File: src/rtl/writeback_register_file_if.sv
// Bundle between the MEM/WB pipeline register, the ID-stage read ports and the forwarding unit.
// Master drives the write-back inputs and read indices; slave (the register file) returns data.
interface writeback_register_file_if #(
  parameter int DATA_WIDTH = 32
);
  logic                  mem_to_reg_i;
  logic                  reg_write_i;
  logic                  jmp_i;
  logic [4:0]            write_register_i;
  logic [DATA_WIDTH-1:0] pc_plus_4_i;
  logic [DATA_WIDTH-1:0] read_data_mmry_i;
  logic [DATA_WIDTH-1:0] alu_result_i;
  logic [4:0]            read_register_1_i;
  logic [4:0]            read_register_2_i;
  logic [DATA_WIDTH-1:0] read_data_1_o;
  logic [DATA_WIDTH-1:0] read_data_2_o;
  logic [DATA_WIDTH-1:0] wb_data_o;
  logic [4:0]            wb_register_o;
  logic                  wb_valid_o;

  modport master (
    output mem_to_reg_i, reg_write_i, jmp_i, write_register_i, pc_plus_4_i,
           read_data_mmry_i, alu_result_i, read_register_1_i, read_register_2_i,
    input  read_data_1_o, read_data_2_o, wb_data_o, wb_register_o, wb_valid_o
  );

  modport slave (
    input  mem_to_reg_i, reg_write_i, jmp_i, write_register_i, pc_plus_4_i,
           read_data_mmry_i, alu_result_i, read_register_1_i, read_register_2_i,
    output read_data_1_o, read_data_2_o, wb_data_o, wb_register_o, wb_valid_o
  );
endinterface

File: src/rtl/writeback_register_file.sv
// Write-back mux plus 32-entry GPR file with write-first bypass on both read ports.
// Reads are combinational (same-cycle bypass); commits on the clock edge; no backpressure.
module writeback_register_file #(
  parameter int                    DATA_WIDTH           = 32,
  parameter logic [DATA_WIDTH-1:0] STACK_POINTER_RESET  = 32'h7FFF_EFFC,
  parameter logic [DATA_WIDTH-1:0] GLOBAL_POINTER_RESET = 32'h1000_8000,
  parameter int unsigned           LINK_REGISTER        = 31
) (
  input  logic                          clk,
  input  logic                          reset,
  writeback_register_file_if.slave      wb
);

  localparam logic [4:0] LINK_IDX = 5'(LINK_REGISTER);

  logic [DATA_WIDTH-1:0] regs [32];
  logic [DATA_WIDTH-1:0] wb_data;
  logic [4:0]            wb_dest;
  logic                  wb_valid;

  always_comb begin
    wb_data = wb.alu_result_i;
    if (wb.jmp_i) begin
      wb_data = wb.pc_plus_4_i;
    end else if (wb.mem_to_reg_i) begin
      wb_data = wb.read_data_mmry_i;
    end
  end

  assign wb_dest  = wb.jmp_i ? LINK_IDX : wb.write_register_i;
  // Gating with reset also disables the bypass while the array is held at reset values.
  assign wb_valid = wb.reg_write_i & (wb_dest != 5'd0) & ~reset;

  assign wb.wb_data_o     = wb_data;
  assign wb.wb_register_o = wb_dest;
  assign wb.wb_valid_o    = wb_valid;

  always_ff @(posedge clk or posedge reset) begin
    if (reset) begin
      for (int i = 0; i < 32; i++) begin
        regs[i] <= '0;
      end
      regs[28] <= GLOBAL_POINTER_RESET;
      regs[29] <= STACK_POINTER_RESET;
    end else if (wb_valid) begin
      regs[wb_dest] <= wb_data;
    end
  end

  always_comb begin
    wb.read_data_1_o = regs[wb.read_register_1_i];
    if (wb.read_register_1_i == 5'd0) begin
      wb.read_data_1_o = '0;
    end else if (wb_valid && (wb.read_register_1_i == wb_dest)) begin
      wb.read_data_1_o = wb_data;
    end
  end

  always_comb begin
    wb.read_data_2_o = regs[wb.read_register_2_i];
    if (wb.read_register_2_i == 5'd0) begin
      wb.read_data_2_o = '0;
    end else if (wb_valid && (wb.read_register_2_i == wb_dest)) begin
      wb.read_data_2_o = wb_data;
    end
  end

endmodule

File: src/flat_wrapper.sv
// flat-port wrapper written by rule: the top's interface ports become plain ports
module writeback_register_file_flat 
#(
  parameter int                    DATA_WIDTH           = 32,
  parameter logic [DATA_WIDTH-1:0] STACK_POINTER_RESET  = 32'h7FFF_EFFC,
  parameter logic [DATA_WIDTH-1:0] GLOBAL_POINTER_RESET = 32'h1000_8000,
  parameter int unsigned           LINK_REGISTER        = 31
)
  (clk, reset, wb_mem_to_reg_i, wb_reg_write_i, wb_jmp_i, wb_write_register_i, wb_pc_plus_4_i, wb_read_data_mmry_i, wb_alu_result_i, wb_read_register_1_i, wb_read_register_2_i, wb_read_data_1_o, wb_read_data_2_o, wb_wb_data_o, wb_wb_register_o, wb_wb_valid_o);
  writeback_register_file_if #(.DATA_WIDTH(DATA_WIDTH)) wb_i ();
  input  logic clk;
  input  logic reset;
  input wire logic [$bits(wb_i.mem_to_reg_i)-1:0] wb_mem_to_reg_i;
  input wire logic [$bits(wb_i.reg_write_i)-1:0] wb_reg_write_i;
  input wire logic [$bits(wb_i.jmp_i)-1:0] wb_jmp_i;
  input wire logic [$bits(wb_i.write_register_i)-1:0] wb_write_register_i;
  input wire logic [$bits(wb_i.pc_plus_4_i)-1:0] wb_pc_plus_4_i;
  input wire logic [$bits(wb_i.read_data_mmry_i)-1:0] wb_read_data_mmry_i;
  input wire logic [$bits(wb_i.alu_result_i)-1:0] wb_alu_result_i;
  input wire logic [$bits(wb_i.read_register_1_i)-1:0] wb_read_register_1_i;
  input wire logic [$bits(wb_i.read_register_2_i)-1:0] wb_read_register_2_i;
  output wire logic [$bits(wb_i.read_data_1_o)-1:0] wb_read_data_1_o;
  output wire logic [$bits(wb_i.read_data_2_o)-1:0] wb_read_data_2_o;
  output wire logic [$bits(wb_i.wb_data_o)-1:0] wb_wb_data_o;
  output wire logic [$bits(wb_i.wb_register_o)-1:0] wb_wb_register_o;
  output wire logic [$bits(wb_i.wb_valid_o)-1:0] wb_wb_valid_o;
  assign wb_i.mem_to_reg_i = wb_mem_to_reg_i;
  assign wb_i.reg_write_i = wb_reg_write_i;
  assign wb_i.jmp_i = wb_jmp_i;
  assign wb_i.write_register_i = wb_write_register_i;
  assign wb_i.pc_plus_4_i = wb_pc_plus_4_i;
  assign wb_i.read_data_mmry_i = wb_read_data_mmry_i;
  assign wb_i.alu_result_i = wb_alu_result_i;
  assign wb_i.read_register_1_i = wb_read_register_1_i;
  assign wb_i.read_register_2_i = wb_read_register_2_i;
  assign wb_read_data_1_o = wb_i.read_data_1_o;
  assign wb_read_data_2_o = wb_i.read_data_2_o;
  assign wb_wb_data_o = wb_i.wb_data_o;
  assign wb_wb_register_o = wb_i.wb_register_o;
  assign wb_wb_valid_o = wb_i.wb_valid_o;
  writeback_register_file #(.DATA_WIDTH(DATA_WIDTH), .STACK_POINTER_RESET(STACK_POINTER_RESET), .GLOBAL_POINTER_RESET(GLOBAL_POINTER_RESET), .LINK_REGISTER(LINK_REGISTER)) u_core (.clk(clk), .reset(reset), .wb(wb_i));
endmodule
File: config.mk
export PLATFORM = sky130hd
export DESIGN_NAME = writeback_register_file_flat
export DESIGN_NICKNAME = d
export VERILOG_FILES = /design/src/rtl/writeback_register_file_if.sv /design/src/rtl/writeback_register_file.sv /design/src/flat_wrapper.sv
export SDC_FILE = /design/constraint.sdc
export NUM_CORES = 2
export LEC_CHECK = 0
export CAP_MARGIN = 5
export CORE_MARGIN = 1.5
export CORE_UTILIZATION = 25
export CTS_CLUSTER_DIAMETER = 50
export CTS_CLUSTER_SIZE = 28
export DETAILED_ROUTE_END_ITERATION = 16
export PLACE_DENSITY = 0.51
export SLEW_MARGIN = 20
export SYNTH_ARGS = -nofsm -noshare
export SYNTH_HDL_FRONTEND = slang
export SYNTH_SLANG_ARGS = --single-unit
File: constraint.sdc
create_clock -name clk -period 31.3 [get_ports clk]
set_clock_uncertainty 0.15 [all_clocks]
set_input_delay 3.13 -clock clk [delete_from_list [all_inputs] [get_ports clk]]
set_output_delay 3.13 -clock clk [all_outputs]
set_load 0.01 [all_outputs]
==> results.json <==
{
  "grt_remaining_overflow": 0,
  "root_buffer": "clkbuf_16",
  "synth_top_family_by_area": "multiplexers",
  "worstHoldPathType": "flop to flop",
  "place_area_um2": 58500,
  "gr-usage-all-layers_pct": 19.3,
  "drive_gt1_share_pct": 19.8,
  "cts.repair.resized": 0,
  "die_h_um": 467,
  "max_slew_margin_pct": 21.7,
  "syn_inst": 4938,
  "clockBufferDepth": 3,
  "drt_wl_total_um": 213000,
  "p_seq_share_pct": 41.6,
  "worst_slew_pin_slew_ps": 1170,
  "synth_edf_count": 0,
  "drc": 0,
  "area_growth_pct": 17.7,
  "drv_slew": 0,
  "die_width_um": 467,
  "cp_max_fo": 41,
  "mostFrequentLayoutCells": "o21ai_0 (1040), nand2_1 (1038), dfrtp_1 (994)",
  "cts_sinks": 1024,
  "r2r_end": "u_core.regs[66]",
  "setup_tns_ps": 0,
  "hp-start": "u_core.regs[1003]",
  "ys.flop_type": "dfrtp_1",
  "ys_seq_area_share_pct": 47.7,
  "synthXorXnorAreaFrac_pct": 0.0977,
  "reg.largest.list": "u_core.regs x1024",
  "final_area_um2": 63300,
  "first_pass_iters": 8,
  "power.total_mw": 3.71,
  "crit_arrival_ps": 8280,
  "hold_buffers": 0,
  "start_util_pct": 25.1,
  "synth_compound_area_share_pct": 14.0,
  "ys_ff_latch": 1024,
  "nNetsFinal": 4987,
  "top_register": "u_core.regs",
  "core_um2": 214000,
  "cp-end-kind": "primary output",
  "via_count": 41142,
  "ys_types": 60,
  "rrSetupSlack_ps": 30360,
  "rr_startpoint": "u_core.regs[66]",
  "place_ws_ps": 19600,
  "switchingPower_mw": 1.04,
  "grt_pass1_vias": 40670,
  "critPathBufInv": 5,
  "netSwitchingFraction_pct": 28.1,
  "whs_endpoint": "u_core.regs[1003]",
  "maxCapViolCount": 0,
  "slowest_stage": "buf_4",
  "wl_per_cell_um": 27.2,
  "clk_latency_ps": 760,
  "syn_area_per_cell_um2": 10.9,
  "cts_setup_buffers": 0,
  "syn_nets": 5054,
  "crit_path_cell_trace": "buf_8 > buf_4 > buf_4 > buf_4 > mux2i_1 > a221oi_1 > o21ai_0 > o21ai_0 > nor3_1 > a211oi_1 > clkdlybuf4s50_1",
  "hold_depth": 0,
  "rows": 170,
  "clk_pin_slew_ps": 50,
  "drt_iter0_drc": 3963,
  "powerDensity_nw_per_um2": 58.6,
  "fmax_mhz": 86.5,
  "syn_area_um2": 53800,
  "max-vdd-ir-drop_mv": 0.0645,
  "die-area_um2": 218000,
  "final_common_cell": "o21ai_0",
  "hold_ws_ps": 243,
  "synth.yosys.warnings": 0,
  "setup_viol": 0,
  "cp.required_ps": 28020,
  "ant_nets": 0,
  "htree_levels": 4,
  "largest_reg_flops": 1024,
  "crit_start": "wb_read_register_2_i[0]",
  "grt_max_degree": 177,
  "crit_path_start_kind": "primary input",
  "antenna_found_initial": 6,
  "crit_top_cell": "buf_4",
  "numPortBuffers": 217,
  "finalHoldViolCount": 0,
  "power.leakage_nw": 26.4,
  "synth_fa_ha_area_share_pct": 0,
  "critPathTopFamily": "buffers and inverters",
  "io_pins": 218,
  "rsz0062_at_grt": "false",
  "reg2regPathDepth": 2,
  "worst_slack_ps": 19740,
  "crit_type": "primary input to primary output",
  "cts_tree": "yes",
  "status": "complete, no violations",
  "cts_buffers": 138,
  "period_minus_slack_ps": 11560,
  "place.gp.congestion": 0.824,
  "clock_power_share_pct": 43.6,
  "via_per_inst": 5.26,
  "cpPeakStageDelay_ps": 810,
  "power.internal_mw": 2.67,
  "async_flop_share_pct": 100,
  "p_comb_share_pct": 14.7,
  "synthMuxAreaShare_pct": 24.4,
  "dp_hpwl_um": 123000,
  "yosys.area_share.simple_pct": 9.21,
  "grt_pass1_wl_um": 305000,
  "finalCritPeriodShare_pct": 36.9
}
==> kinds of logic after synthesis <==
family | after synthesis
buffers and inverters | 576
and+or+nand+nor | 1256
muxes | 704
xor gates and xnor gates | 6
AOI/OAI and AO/OA | 1372
DFF | 1024
==> synthesized netlist by cell type (3+ instances only) <==
master,instances,area [um^2]
o221ai_1,10,87.6
buf_4,32,240
nand3_1,15,75.1
o21a_1,5,37.5
or2_2,6,37.5
buf_1,35,131
nand2_1,1070,4020
mux4_2,484,10900
o211ai_1,8,60.1
o22ai_1,102,638
and3_1,7,43.8
a221oi_1,14,123
mux2_2,22,248
or3_1,7,43.8
nor3_1,39,195
nand2b_1,17,106
a211oi_1,46,345
a21oi_1,64,320
a22oi_1,25,188
o22a_1,18,158
a2111oi_2,3,45.0
nor3b_1,4,30.0
mux2i_1,198,1980
clkbuf_1,393,1480
dfstp_2,30,788
a222oi_1,3,30.0
o311a_1,5,50.1
nor2_1,74,278
buf_2,68,340
a22o_1,3,26.3
o21ai_0,1040,5200
nor2b_1,6,37.5
xnor2_1,4,35.0
dfrtp_1,994,24900
buf_6,9,101
inv_1,38,143
a21o_1,8,60.1
==> layout make-up <==
type                            count  area [um^2]
Clock buffer                      166         3730
Timing Repair Buffer              330         3110
Fill cell                       21855       151000
Sequential cell                  1024        25700
Inverter                           39          151
Multi-Input combinational cell   3338        26100
Tap cell                         2838         3550
Clock inverter                     81          925
Antenna cell                        3         7.51
==> worst max path at each step <==
stage | endpoint | slack (ps) | cells after the start
after floorplan | u_core.regs[0] | 13930 | 1
after global placement | wb_read_data_2_o[20] | 19560 | 11
after detailed placement | wb_read_data_2_o[29] | 19600 | 10
after CTS | wb_read_data_2_o[29] | 19600 | 10
after global routing | wb_read_data_2_o[27] | 19330 | 11
final | wb_read_data_2_o[20] | 19740 | 11
==> worst reg2reg max path, delay by kind of cell (launching register included) <==
family / cells / cell delay [ps]
flops: 1 / 550
compound gates: 1 / 110
simple gates: 1 / 50
==> stage by stage <==
stage | util, % | cells
6_report | 29.5 | 7819
5_1_grt | 29.5 | 7816
4_1_cts | 29.5 | 7814
3_5_place_dp | 27.3 | 7567
3_3_place_gp | 27.3 | 7567
2_1_floorplan | - | 4938
==> power groups by stage <==
stage	Sequential (mW)	Clock [mW]	Combinational [mW]
6_report	1.54	1.62	0.546
5_1_grt	1.56	1.70	0.593
4_1_cts	1.54	1.64	0.549
3_5_place_dp	1.56	0	0.548
3_3_place_gp	1.56	0	0.541
2_1_floorplan	1.54	0	0.360
==> routing by layer <==
metal | GRT usage (%) | part of all wire (%) | vias up
met5 | 0 | 0 | -
met4 | 8.09 | 4.4 | 0
li1 | - | - | 17797
met3 | 2.94 | 6.1 | 408
met2 | 32.5 | 49 | 1636
met1 | 24.6 | 40 | 21301
Note: power is estimated with default switching activity, not from simulation.
